$ cat config.mk
export PLATFORM = sky130hd
export DESIGN_NAME = regfile_wb_ctrl
export DESIGN_NICKNAME = d
export VERILOG_FILES = /design/src/rtl/regfile_wb_ctrl.sv
export SDC_FILE = /design/constraint.sdc
export NUM_CORES = 1
export LEC_CHECK = 0
export BUFFER_PORTS_ARGS = -buffer_cell sky130_fd_sc_hd__buf_2
export CAP_MARGIN = 30
export CORE_MARGIN = 3
export CORE_UTILIZATION = 35
export CTS_BUF_LIST = sky130_fd_sc_hd__clkbuf_4 sky130_fd_sc_hd__clkbuf_8
export DETAILED_ROUTE_END_ITERATION = 8
export GPL_ROUTABILITY_DRIVEN = 0
export PLACE_DENSITY = 0.53
export SYNTH_ARGS = -nofsm -noshare
export SYNTH_HDL_FRONTEND = slang
export SYNTH_SLANG_ARGS = --single-unit
$ cat constraint.sdc
create_clock -name i_clk -period 3 [get_ports i_clk]
set_input_delay 0.15 -clock i_clk [delete_from_list [all_inputs] [get_ports i_clk]]
set_output_delay 0.15 -clock i_clk [all_outputs]
set_load 0.02 [all_outputs]
$ cat src/rtl/regfile_wb_ctrl.sv
// Writeback controller for the integer register file write port.
// Arbitrates ALU and LSU results, with a one-entry skid buffer for ALU
// results that lose to the LSU. The controller also keeps a scoreboard of
// registers waiting for an LSU result and forwards the in-flight write to
// the decode-stage read logic.
module regfile_wb_ctrl #(
  parameter int DATA_WIDTH = 32,
  parameter int ADDR_WIDTH = 5
) (
  input  logic                  i_clk,
  input  logic                  i_rst_n,
  input  logic                  i_alu_valid,
  input  logic [ADDR_WIDTH-1:0] i_alu_rd,
  input  logic [DATA_WIDTH-1:0] i_alu_data,
  output logic                  o_alu_ready,
  input  logic                  i_lsu_valid,
  input  logic [ADDR_WIDTH-1:0] i_lsu_rd,
  input  logic [DATA_WIDTH-1:0] i_lsu_data,
  output logic                  o_lsu_ready,
  input  logic                  i_iss_valid,
  input  logic [ADDR_WIDTH-1:0] i_iss_rd,
  output logic                  o_iss_ready,
  input  logic [ADDR_WIDTH-1:0] i_chk_rs1,
  input  logic [ADDR_WIDTH-1:0] i_chk_rs2,
  output logic                  o_rs1_busy,
  output logic                  o_rs2_busy,
  output logic                  o_rs1_fwd,
  output logic                  o_rs2_fwd,
  output logic [DATA_WIDTH-1:0] o_fwd_data,
  output logic                  o_rf_we,
  output logic [ADDR_WIDTH-1:0] o_rf_wa,
  output logic [DATA_WIDTH-1:0] o_rf_wd,
  output logic                  o_err_waw
);

  localparam int NUM_REGS = 1 << ADDR_WIDTH;

  logic                  r_skid_vld;
  logic [ADDR_WIDTH-1:0] r_skid_rd;
  logic [DATA_WIDTH-1:0] r_skid_data;
  logic [NUM_REGS-1:0]   r_pend;
  logic                  r_rf_we;
  logic [ADDR_WIDTH-1:0] r_rf_wa;
  logic [DATA_WIDTH-1:0] r_rf_wd;
  logic                  r_err_waw;

  logic                  w_res_ready;
  logic                  w_iss_ready;
  logic                  w_alu_acc;
  logic                  w_lsu_acc;
  logic                  w_iss_acc;
  logic                  w_skid_load;
  logic                  w_win_vld;
  logic [ADDR_WIDTH-1:0] w_win_rd;
  logic [DATA_WIDTH-1:0] w_win_data;

  // Readies come only from registered state and reset, never from valids.
  assign w_res_ready = i_rst_n & ~r_skid_vld;
  assign w_iss_ready = i_rst_n & (~r_pend[i_iss_rd] | (i_iss_rd == '0));

  assign w_alu_acc   = i_alu_valid & w_res_ready;
  assign w_lsu_acc   = i_lsu_valid & w_res_ready;
  assign w_iss_acc   = i_iss_valid & w_iss_ready;
  assign w_skid_load = w_alu_acc & w_lsu_acc;

  // Pick this cycle's single write: skid entry first, then LSU, then ALU.
  always_comb begin
    w_win_vld  = 1'b0;
    w_win_rd   = r_skid_rd;
    w_win_data = r_skid_data;
    if (r_skid_vld) begin
      w_win_vld  = 1'b1;
    end else if (w_lsu_acc) begin
      w_win_vld  = 1'b1;
      w_win_rd   = i_lsu_rd;
      w_win_data = i_lsu_data;
    end else if (w_alu_acc) begin
      w_win_vld  = 1'b1;
      w_win_rd   = i_alu_rd;
      w_win_data = i_alu_data;
    end
  end

  // Register the write port, skid entry, scoreboard and sticky WAW flag.
  always_ff @(posedge i_clk) begin
    if (!i_rst_n) begin
      r_rf_we     <= 1'b0;
      r_rf_wa     <= '0;
      r_rf_wd     <= '0;
      r_skid_vld  <= 1'b0;
      r_skid_rd   <= '0;
      r_skid_data <= '0;
      r_pend      <= '0;
      r_err_waw   <= 1'b0;
    end else begin
      r_rf_we <= w_win_vld & (w_win_rd != '0);
      if (w_win_vld) begin
        r_rf_wa <= w_win_rd;
        r_rf_wd <= w_win_data;
      end
      if (r_skid_vld) begin
        r_skid_vld <= 1'b0;
      end else if (w_skid_load) begin
        r_skid_vld  <= 1'b1;
        r_skid_rd   <= i_alu_rd;
        r_skid_data <= i_alu_data;
      end
      if (w_lsu_acc) begin
        r_pend[i_lsu_rd] <= 1'b0;
      end
      if (w_iss_acc && (i_iss_rd != '0)) begin
        r_pend[i_iss_rd] <= 1'b1;
      end
      if (w_alu_acc && r_pend[i_alu_rd]) begin
        r_err_waw <= 1'b1;
      end
    end
  end

  assign o_alu_ready = w_res_ready;
  assign o_lsu_ready = w_res_ready;
  assign o_iss_ready = w_iss_ready;
  assign o_rs1_busy  = r_pend[i_chk_rs1];
  assign o_rs2_busy  = r_pend[i_chk_rs2];
  assign o_rs1_fwd   = r_rf_we & (r_rf_wa == i_chk_rs1) & (i_chk_rs1 != '0);
  assign o_rs2_fwd   = r_rf_we & (r_rf_wa == i_chk_rs2) & (i_chk_rs2 != '0);
  assign o_fwd_data  = r_rf_wd;
  assign o_rf_we     = r_rf_we;
  assign o_rf_wa     = r_rf_wa;
  assign o_rf_wd     = r_rf_wd;
  assign o_err_waw   = r_err_waw;

endmodule

# Word level (Yosys, flattened, before mapping)

Index checks and enable logic that the tools add are counted.

Memory bits (writable): 0
Memories: 0
Bits in latches: 0
Word-level logic and storage cells: 71
Register bits after elaboration: 109
Bits in read-only memories: 0
Input port bits: 94

Reductions and logical operators: 11
Shift operators: 0
$add $sub $neg: 0
$mul: 0
Order comparisons: 7
Bitwise logic cells: 18
Eq/ne operators: 2
Mux-type cells: 25
Div/mod/pow operators: 0

Operators by type and width:

| operator                                             | number |
|---|---|
| 2-to-1 mux 32 bit                                    | 6 |
| AND 32 bit                                           | 1 |
| inverter 32 bit                                      | 1 |
| bitwise OR 32 bit                                    | 1 |
| < comparator 5 x 6 -> 1 bit (second input constant)  | 5 |
| binary-select mux 1 bit (select 5 bit)               | 4 |
| nonzero test 5 bit                                   | 4 |
| 2-to-1 mux 5 bit                                     | 3 |
| AND 1 bit                                            | 11 |
| demux 1 bit (select 5 bit)                           | 2 |
| == test 5 bit                                        | 2 |
| >= comparator 5 x 1 -> 1 bit (second input constant) | 2 |
| 2-to-1 mux 1 bit                                     | 10 |
| logical NOT 5 bit                                    | 1 |
| logical AND 1 bit                                    | 4 |
| inverter 1 bit                                       | 3 |
| AND reduction 2 bit                                  | 1 |
| OR reduction 2 bit                                   | 1 |
| bitwise OR 1 bit                                     | 1 |

# Logic depth before layout (Yosys ltp)

Gate-level depths: netlist of the first run.

Word-level depth: 10
Mapped depth: 9

# Least setup slack after synthesis of the first run

Ideal clock, no wire load.

Path kind: input port to output port
From: in i_chk_rs1[0]
To: out o_rs1_busy
Slack: 1.157 ns
Stages: 4
Path buffers: 1
Required time: 2.850 ns
Arrival: 1.693 ns
Path through: buf_2 mux4_2 mux4_2 mux2_2

Cells in the longest elaborated chain, start to end: 2

RTL lines:

| what                                   | line | RTL |
|---|---|---|
| start: declaration                     | 23   | `input logic [ADDR_WIDTH-1:0] i_chk_rs1,` |
| binary-select mux 1 bit (select 5 bit) | 123  | `assign o_rs1_busy = r_pend[i_chk_rs1];` |
| 2-to-1 mux 1 bit (implied by the code) | 123  |  |
| end: declaration                       | 25   | `output logic o_rs1_busy,` |

No other way between the ends. The select of a mux whose other input is x is not followed.

# Worst setup path after layout of the first run

From: reg r_pend[29]
To: out o_iss_ready

Cells in the longest elaborated chain, start to end: 5

RTL lines:

| what                                   | line | RTL |
|---|---|---|
| start: declaration                     | 41   | `logic [NUM_REGS-1:0] r_pend;` |
| start signal: assignment               | 93   | `r_pend <= '0;` |
| start signal: indexed assignment       | 109  | `r_pend[i_lsu_rd] <= 1'b0;` |
| start signal: indexed assignment       | 112  | `r_pend[i_iss_rd] <= 1'b1;` |
| binary-select mux 1 bit (select 5 bit) | 59   | `assign w_iss_ready = i_rst_n & (~r_pend[i_iss_rd] \| (i_iss_rd == '0));` |
| 2-to-1 mux 1 bit (implied by the code) | 59   |  |
| inverter 1 bit                         | 59   |  |
| bitwise OR 1 bit                       | 59   |  |
| AND 1 bit                              | 59   |  |
| end: declaration                       | 22   | `output logic o_iss_ready,` |

No other way between the ends. The select of a mux whose other input is x is not followed.

==> results of run 1 <==
[cells in the mapped netlist, types with 12 or more instances]
library cell and instances:
sky130_fd_sc_hd__a21boi_0 38, sky130_fd_sc_hd__a22oi_1 37, sky130_fd_sc_hd__buf_2 12, sky130_fd_sc_hd__buf_4 33, sky130_fd_sc_hd__clkbuf_1 47, sky130_fd_sc_hd__dfxtp_1 109, sky130_fd_sc_hd__mux2i_1 22, sky130_fd_sc_hd__mux4_2 24
sky130_fd_sc_hd__nand2_1 117, sky130_fd_sc_hd__o211a_1 34, sky130_fd_sc_hd__o211ai_1 63, sky130_fd_sc_hd__o31ai_1 22
[per-layer routing]
metal,GRT usage,routed length [µm],up-vias
met5,0,14,-
met4,0.0683,489,4
met3,0.0587,1800,41
met2,0.326,9600,262
met1,0.267,8810,2880
li1,-,-,2773
[final cells by class]
type	count	area, µm²
Timing Repair Buffer	199	1120
Clock inverter	7	108
Tap cell	225	282
Fill cell	1752	10000
Clock buffer	9	124
Multi-Input combinational cell	467	3570
Antenna cell	2	5.00
Inverter	4	15.0
Sequential cell	109	2180
[worst max path at each step]
stage,from,endpoint,slack [ns],cells after the start
6_report,r_pend[29]$_SDFF_PN0_,o_iss_ready,0.49,6
5_1_grt,r_pend[21]$_SDFF_PN0_,o_iss_ready,0.34,6
4_1_cts,r_pend[21]$_SDFF_PN0_,o_iss_ready,0.53,6
3_5_place_dp,i_iss_rd[0],r_pend[18]$_SDFF_PN0_,0.53,7
3_3_place_gp,i_iss_rd[0],r_pend[22]$_SDFF_PN0_,0.66,7
2_1_floorplan,i_chk_rs1[0],o_rs1_busy,1.16,4
[worst max-delay path, cell delays in order, from the launching register on]
cell and delay, ns:
sky130_fd_sc_hd__dfxtp_1 0.42, sky130_fd_sc_hd__mux2i_1 0.18, sky130_fd_sc_hd__o22ai_1 0.09, sky130_fd_sc_hd__o21ai_0 0.14, sky130_fd_sc_hd__nand4_1 0.45, sky130_fd_sc_hd__a21boi_0 0.43
sky130_fd_sc_hd__buf_2 0.25
[kinds of logic after synthesis]
family / after synthesis
compound gates: 232
xor+xnor: 8
buf+inv: 102
flops: 109
mux: 53
simple gates: 174
[cells in the final DEF (no fill, tap or decap), drive strengths merged, types with 6 or more instances in the layout]
master,count
a21boi,38
a22oi,37
buf,185
clkbuf,9
dfxtp,109
dlygate4sd3,14
inv,6
mux2i,22
mux4,27
nand2,117
nand3,8
nand3b,7
nor2,6
nor2b,7
o211a,34
o211ai,63
o21ai,9
o22ai,9
o31ai,22
o41ai,6
xor2,6
[per-stage QoR]
step / utilization / std cells / power (mW) / hold WS [ns]
3_5_place_dp: 0.403 / 990 / 2.23 / 0.427
2_1_floorplan: - / 678 / 2.03 / 0.295
3_3_place_gp: 0.403 / 990 / 2.22 / 0.418
6_report: 0.425 / 1022 / 3.26 / 0.00928
4_1_cts: 0.424 / 1019 / 3.28 / 0.000193
5_1_grt: 0.425 / 1021 / 3.41 / 0.00253
[flip-flops by register name, indices dropped and copies added, names as in the netlist]
signal and cells:
o_err_waw 1, o_fwd_data 32, o_rf_wa 5, o_rf_we 1, r_pend 32, r_skid_data 32
r_skid_rd 5, r_skid_vld 1
[power by group]
part | total, mW | internal (mW) | switching [mW]
Clock | 1.05 | 0.484 | 0.569
Combinational | 0.657 | 0.253 | 0.404
Sequential | 1.55 | 1.51 | 0.0459
[repair_timing]
item	CTS	global route
setup endpoints to repair	0	0
hold buffers	13	1
hold endpoints to repair	13	1
==> metrics.txt, run 1 <==
# TYPE chip_impl_metric gauge
chip_impl_info{name="outcome",value="finished, final reports clean"} 1
chip_impl_metric{name="crit_path_max_fanout",unit=""} 11
chip_impl_info{name="synth_area_leaders",value="sky130_fd_sc_hd__dfxtp_1, sky130_fd_sc_hd__mux4_2, sky130_fd_sc_hd__o211ai_1"} 1
chip_impl_metric{name="synth_mux_area_frac",unit=""} 0.141
chip_impl_metric{name="count_of_maximum_capacitance_violations",unit=""} 0
chip_impl_metric{name="post-route-period-util",unit=""} 0.837
chip_impl_metric{name="drc_viols",unit=""} 0
chip_impl_metric{name="cp_data_required_time",unit="ns"} 2.85
chip_impl_info{name="startpoint_type",value="flip-flop"} 1
chip_impl_metric{name="number_of_enable_type_register_cells_in_the_synthesized_netlist",unit=""} 0
chip_impl_info{name="synth_top_flop_cell",value="sky130_fd_sc_hd__dfxtp_1"} 1
chip_impl_metric{name="core_area",unit="mm²"} 0.0174
chip_impl_metric{name="fp.dieW",unit="µm"} 140
chip_impl_metric{name="detail_route.first_pass.iterations",unit=""} 7
chip_impl_info{name="min-delay-start",value="i_alu_data[9]"} 1
chip_impl_metric{name="global_route.overflow_total",unit=""} 0
chip_impl_metric{name="synth_xor_xnor_area_share",unit=""} 0.0112
chip_impl_metric{name="total_count_of_max_transition_violations_in_the_final_report",unit=""} 0
chip_impl_metric{name="reg2reg_slack",unit="ns"} 0.84
chip_impl_metric{name="place_area",unit="mm²"} 0.00702
chip_impl_metric{name="routed-via-count",unit=""} 5960
chip_impl_metric{name="grt_start_max_net_pins",unit=""} 57
chip_impl_info{name="r2r-start",value="r_skid_vld$_SDFF_PP0_"} 1
chip_impl_info{name="worstSetupPathType",value="reg -> out"} 1
chip_impl_metric{name="critical_path_arrival",unit="ns"} 2.36
chip_impl_metric{name="drt-initial-drc-count",unit=""} 360
chip_impl_metric{name="total_die_area",unit="mm²"} 0.0196
chip_impl_metric{name="drive_gt1_frac",unit=""} 0.299
chip_impl_metric{name="whs_path_depth",unit=""} 3
chip_impl_info{name="grt_setup_unrepaired",value="no"} 1
chip_impl_metric{name="postSynthRegisterBits",unit=""} 109
chip_impl_metric{name="yosys_top_cell_area_share",unit=""} 0.347
chip_impl_metric{name="final_net_count",unit=""} 884
chip_impl_metric{name="grt_first_pass_wirelength",unit="µm"} 32400
chip_impl_metric{name="die_h",unit="µm"} 140
chip_impl_metric{name="worst-slew-pin-transition",unit="ns"} 0.724
chip_impl_metric{name="top_level_ports",unit=""} 172
chip_impl_info{name="tritoncts",value="yes"} 1
chip_impl_info{name="hp-class",value="in -> reg"} 1
chip_impl_metric{name="worst_slew_margin_rel",unit=""} 0.515
chip_impl_metric{name="clock_network_latency_to_the_later_pin_of_the_worst_skew_pair",unit="ns"} 0.41
chip_impl_metric{name="synthesis.area_per_instance",unit="µm²"} 9.27
chip_impl_metric{name="h-tree-depth",unit=""} 3
chip_impl_info{name="reg_to_reg_end",value="o_fwd_data[2]$_SDFFE_PN0P_"} 1
chip_impl_metric{name="number_of_hold_slack_violations_in_the_final_timing_report",unit=""} 0
chip_impl_metric{name="post_synth_and_or_nand_nor_area_fraction",unit=""} 0.127
chip_impl_metric{name="post_route_clock_skew",unit="ns"} 0.0136
chip_impl_metric{name="synth_seq_area_share",unit=""} 0.347
chip_impl_metric{name="power_per_cell_area",unit="mW/mm²"} 441
chip_impl_metric{name="setup_viol",unit=""} 0
chip_impl_metric{name="routed_wirelength",unit="µm"} 20700
chip_impl_metric{name="yosysWarnings",unit=""} 0
chip_impl_metric{name="cts.clk_slew.worst_paths",unit="ns"} 0.11
chip_impl_metric{name="area_delta_synth_final",unit="%"} 17.7
chip_impl_metric{name="drtAntennaViolNets",unit=""} 0
chip_impl_metric{name="postSynthNetCount",unit=""} 772
chip_impl_metric{name="cts_sinks",unit=""} 109
chip_impl_metric{name="synth.distinct_cells",unit=""} 46
chip_impl_metric{name="ctsLongestPathBuffers",unit=""} 2
chip_impl_info{name="cts_root_buffer",value="sky130_fd_sc_hd__clkbuf_8"} 1
chip_impl_metric{name="fmax",unit="MHz"} 398
chip_impl_info{name="endpoint_kind",value="primary output"} 1
chip_impl_metric{name="routed_via_density",unit=""} 5.83
chip_impl_metric{name="async_reset_ff_frac",unit=""} 0
chip_impl_metric{name="cts_inserted_buffers",unit=""} 9
chip_impl_metric{name="grt_usage",unit=""} 0.204
chip_impl_metric{name="finalWorstPathRequiredPeriod",unit="ns"} 2.51
chip_impl_metric{name="syn_area",unit="mm²"} 0.00628
chip_impl_metric{name="vdd_drop_max",unit="µV"} 230
chip_impl_metric{name="compound_gate_fraction_of_synth_area",unit=""} 0.287
chip_impl_info{name="largest_family_of_logic_cells_by_synthesized_area",value="compound AO/OA/AOI/OAI gates"} 1
chip_impl_metric{name="wl_per_cell",unit="µm"} 20.3
chip_impl_info{name="synth_largest_area_cell",value="sky130_fd_sc_hd__dfxtp_1"} 1
chip_impl_metric{name="dp.final_hpwl",unit="µm"} 14700
chip_impl_metric{name="number_of_global_route_vias_before_repair",unit=""} 5893
chip_impl_metric{name="buffers_inserted_by_post_cts_timing_repair",unit=""} 0
chip_impl_metric{name="worst_r2r_path_depth",unit=""} 7
chip_impl_info{name="end_point_of_the_worst_hold_path",value="r_skid_data[9]$_SDFFE_PN0P_"} 1
chip_impl_metric{name="placementRows",unit=""} 48
chip_impl_metric{name="postSynthCellCount",unit=""} 678
chip_impl_metric{name="initial_utilization",unit=""} 0.361
chip_impl_metric{name="setup_ws",unit="ns"} 0.488
chip_impl_metric{name="finish.instance_area",unit="mm²"} 0.00740
chip_impl_metric{name="postCtsResizedCells",unit=""} 0
chip_impl_metric{name="fraction_of_the_mapped_netlist_area_in_adder_cells",unit=""} 0
chip_impl_metric{name="p_leak",unit="nW"} 3.17
chip_impl_metric{name="final.setup.tns",unit="ns"} 0
chip_impl_metric{name="grt_antenna_before_repair",unit=""} 3
chip_impl_metric{name="buffer_ports.inserted",unit=""} 171
chip_impl_metric{name="place_worst_setup_slack",unit="ns"} 0.531
No activity file was read; power rests on OpenSTA's default activity.
==> run 2, diff against run 1 <==
--- a/config.mk
+++ b/config.mk
@@ -12,7 +12,7 @@
 export CTS_BUF_LIST = sky130_fd_sc_hd__clkbuf_4 sky130_fd_sc_hd__clkbuf_8
 export DETAILED_ROUTE_END_ITERATION = 8
 export GPL_ROUTABILITY_DRIVEN = 0
-export PLACE_DENSITY = 0.53
+export PLACE_DENSITY = 0.55
 export SYNTH_ARGS = -nofsm -noshare
 export SYNTH_HDL_FRONTEND = slang
 export SYNTH_SLANG_ARGS = --single-unit
==> constraint.sdc (replaced) <==
create_clock -name i_clk -period 2 [get_ports i_clk]
set_input_delay 0.1 -clock i_clk [delete_from_list [all_inputs] [get_ports i_clk]]
set_output_delay 0.1 -clock i_clk [all_outputs]
set_load 0.02 [all_outputs]
==> metrics.txt, run 2 (same netlist as run 1, synthesis figures left out) <==
# TYPE chip_impl_metric gauge
chip_impl_info{name="outcome",value="finished, violations left"} 1
chip_impl_info{name="violations_in_the_final_reports",value="negative setup slack"} 1
chip_impl_metric{name="drtAntennaViolNets",unit=""} 0
chip_impl_metric{name="worst-slew-pin-transition",unit="ns"} 0.742
chip_impl_metric{name="vdd_drop_max",unit="µV"} 324
chip_impl_metric{name="routed_via_density",unit=""} 5.79
chip_impl_info{name="tritoncts",value="yes"} 1
chip_impl_metric{name="setup_viol",unit=""} 3
chip_impl_metric{name="fmax",unit="MHz"} 448
chip_impl_metric{name="final.setup.tns",unit="ns"} -0.553
chip_impl_metric{name="number_of_hold_slack_violations_in_the_final_timing_report",unit=""} 0
chip_impl_info{name="endpoint_kind",value="primary output"} 1
chip_impl_metric{name="place_worst_setup_slack",unit="ns"} -0.228
chip_impl_info{name="crit_path_frequent_cell",value="sky130_fd_sc_hd__mux4_2"} 1
chip_impl_metric{name="grt_antenna_before_repair",unit=""} 2
chip_impl_metric{name="max_incr_delay_on_cp",unit="ns"} 0.49
chip_impl_info{name="cts_root_buffer",value="sky130_fd_sc_hd__clkbuf_8"} 1
chip_impl_metric{name="total_die_area",unit="mm²"} 0.0196
chip_impl_metric{name="routed_wirelength",unit="µm"} 20800
chip_impl_metric{name="fp.dieW",unit="µm"} 140
chip_impl_metric{name="final_net_count",unit=""} 923
chip_impl_metric{name="routed-via-count",unit=""} 6136
chip_impl_metric{name="clock_network_latency_to_the_later_pin_of_the_worst_skew_pair",unit="ns"} 0.38
chip_impl_metric{name="seq_power_share",unit=""} 0.484
chip_impl_metric{name="cp_num_buf_inv",unit=""} 1
chip_impl_metric{name="crit_path_max_fanout",unit=""} 4
chip_impl_metric{name="wl_per_cell",unit="µm"} 19.6
chip_impl_metric{name="reg2reg_slack",unit="ns"} 0.06
chip_impl_metric{name="drive_gt1_frac",unit=""} 0.345
chip_impl_metric{name="core_area",unit="mm²"} 0.0174
chip_impl_metric{name="area_delta_synth_final",unit="%"} 24.3
chip_impl_metric{name="p_switching",unit="mW"} 1.49
chip_impl_metric{name="detail_route.first_pass.iterations",unit=""} 5
chip_impl_metric{name="worst_slew_margin_rel",unit=""} 0.505
chip_impl_metric{name="h-tree-depth",unit=""} 3
chip_impl_metric{name="ctsLongestPathBuffers",unit=""} 2
chip_impl_metric{name="drt-initial-drc-count",unit=""} 425
chip_impl_metric{name="placementRows",unit=""} 48
chip_impl_metric{name="dp.final_hpwl",unit="µm"} 14900
chip_impl_info{name="worstSetupPathType",value="reg -> out"} 1
chip_impl_metric{name="design_power_total",unit="mW"} 4.82
chip_impl_metric{name="finalWorstPathRequiredPeriod",unit="ns"} 2.23
chip_impl_metric{name="critical_path_arrival",unit="ns"} 2.13
chip_impl_metric{name="finish.instance_area",unit="mm²"} 0.00781
chip_impl_metric{name="setup_ws",unit="ns"} -0.230
chip_impl_metric{name="count_of_maximum_capacitance_violations",unit=""} 0
chip_impl_metric{name="switching_share",unit=""} 0.309
chip_impl_metric{name="buffer_ports.inserted",unit=""} 171
chip_impl_metric{name="top_level_ports",unit=""} 172
chip_impl_metric{name="grt_usage",unit=""} 0.208
chip_impl_metric{name="cp_data_required_time",unit="ns"} 1.90
chip_impl_metric{name="total_count_of_max_transition_violations_in_the_final_report",unit=""} 0
chip_impl_metric{name="place_area",unit="mm²"} 0.00713
chip_impl_metric{name="fin_worst_hold_slack",unit="ns"} 0.0541
chip_impl_metric{name="intPower",unit="mW"} 3.33
chip_impl_metric{name="initial_utilization",unit=""} 0.361
chip_impl_metric{name="grt_first_pass_wirelength",unit="µm"} 33000
chip_impl_metric{name="cts_inserted_buffers",unit=""} 9
chip_impl_info{name="slowest_stage_cell_on_the_critical_path",value="sky130_fd_sc_hd__mux4_2"} 1
chip_impl_metric{name="post_route_clock_skew",unit="ns"} 0.0150
chip_impl_metric{name="cts.clk_slew.worst_paths",unit="ns"} 0.10
chip_impl_metric{name="global_route.overflow_total",unit=""} 0
chip_impl_info{name="startpoint_type",value="flip-flop"} 1
chip_impl_metric{name="power.share.combinational",unit=""} 0.215
chip_impl_metric{name="drc_viols",unit=""} 0
chip_impl_info{name="timing.critical_path.max_delay_family",value="multiplexers"} 1
chip_impl_metric{name="cts_sinks",unit=""} 109
chip_impl_metric{name="finalCoreUtilization",unit=""} 0.448
chip_impl_metric{name="post-place-cells",unit=""} 1005
chip_impl_info{name="most_common_cell_after_layout_fill_and_taps_aside",value="sky130_fd_sc_hd__buf_2"} 1
chip_impl_metric{name="final-instance-count-excl-fill",unit=""} 1059
chip_impl_metric{name="power_per_cell_area",unit="mW/mm²"} 617
chip_impl_metric{name="p_leak",unit="nW"} 3.38
chip_impl_metric{name="clock_power_share",unit=""} 0.301
chip_impl_metric{name="post-route-period-util",unit=""} 1.12
chip_impl_info{name="hp-class",value="in -> reg"} 1
chip_impl_info{name="grt_setup_unrepaired",value="yes"} 1
chip_impl_metric{name="die_h",unit="µm"} 140
chip_impl_metric{name="grt_start_max_net_pins",unit=""} 77
chip_impl_metric{name="insertedDiodeCount",unit=""} 0
chip_impl_info{name="most-common-layout-cells",value="sky130_fd_sc_hd__buf_2, sky130_fd_sc_hd__nand2_1, sky130_fd_sc_hd__dfxtp_1"} 1
chip_impl_info{name="path_cells",value="mux4_2 > mux4_2 > mux2_4 > buf_6"} 1
chip_impl_metric{name="number_of_global_route_vias_before_repair",unit=""} 6150
-- run 2: cell types whose count changed in the layout (fill, tap and decap cells not counted), moves of 3 or more --
cell,previous run,this run
sky130_fd_sc_hd__dfxtp_1,109,83
sky130_fd_sc_hd__dlygate4sd3_1,14,34
sky130_fd_sc_hd__dfxtp_4,0,4
sky130_fd_sc_hd__buf_4,14,33
sky130_fd_sc_hd__o41ai_2,0,3
sky130_fd_sc_hd__dfxtp_2,0,22
sky130_fd_sc_hd__o41ai_1,6,3
-- run 2: worst paths after layout --
path                              from                         to  cells after the start
min reg2reg  r_skid_rd[0]$_SDFFE_PN0P_  r_skid_rd[0]$_SDFFE_PN0P_                      2
max              r_pend[15]$_SDFF_PN0_                 o_rs2_busy                      4
min                        i_alu_rd[2]  r_skid_rd[2]$_SDFFE_PN0P_                      3
max reg2reg      r_pend[15]$_SDFF_PN0_     o_err_waw$_SDFFE_PN0P_                      6
-- run 2: timing repair --
action / 4_1_cts / 5_1_grt
hold endpoints to repair: 34 / 0
setup endpoints to repair: 3 / 11
pin swaps: 1 / 3
gates resized for setup: 32 / 10
setup buffers: 2 / 2
hold buffers: 34 / 0
-- run 2: layout make-up --
type | instances | area, µm²
inverters | 4 | 15.0
multi-input cells | 467 | 3610
fillers | 1707 | 9610
clock buffers | 11 | 145
repair buffers | 238 | 1470
well taps | 225 | 282
flip-flops and latches | 109 | 2220
clock inverters | 5 | 66.3
-- run 2: layer usage --
metal / wire [µm] / GRT usage / vias to the layer above
li1: - / - / 2845
met1: 8910 / 0.273 / 2996
met2: 9900 / 0.338 / 249
met3: 1500 / 0.0447 / 42
met4: 460 / 0.0775 / 4
met5: 30 / 0 / -
-- run 2: worst reg2reg max path: stages, from the launching register on --
cell and delay, ns:
sky130_fd_sc_hd__dfxtp_4 0.38, sky130_fd_sc_hd__buf_4 0.14, sky130_fd_sc_hd__mux4_2 0.45, sky130_fd_sc_hd__mux4_2 0.50, sky130_fd_sc_hd__nand2_1 0.08, sky130_fd_sc_hd__o21ai_1 0.06
sky130_fd_sc_hd__a32o_1 0.22
-- run 2: power by group through the flow --
stage	registers [mW]	logic, mW	clock network, mW
after floorplan	2.44	0.605	0
after global placement	2.38	0.968	0
after detailed placement	2.38	0.978	0
after CTS	2.33	1.04	1.50
after global routing	2.34	1.13	1.57
final	2.33	1.04	1.45
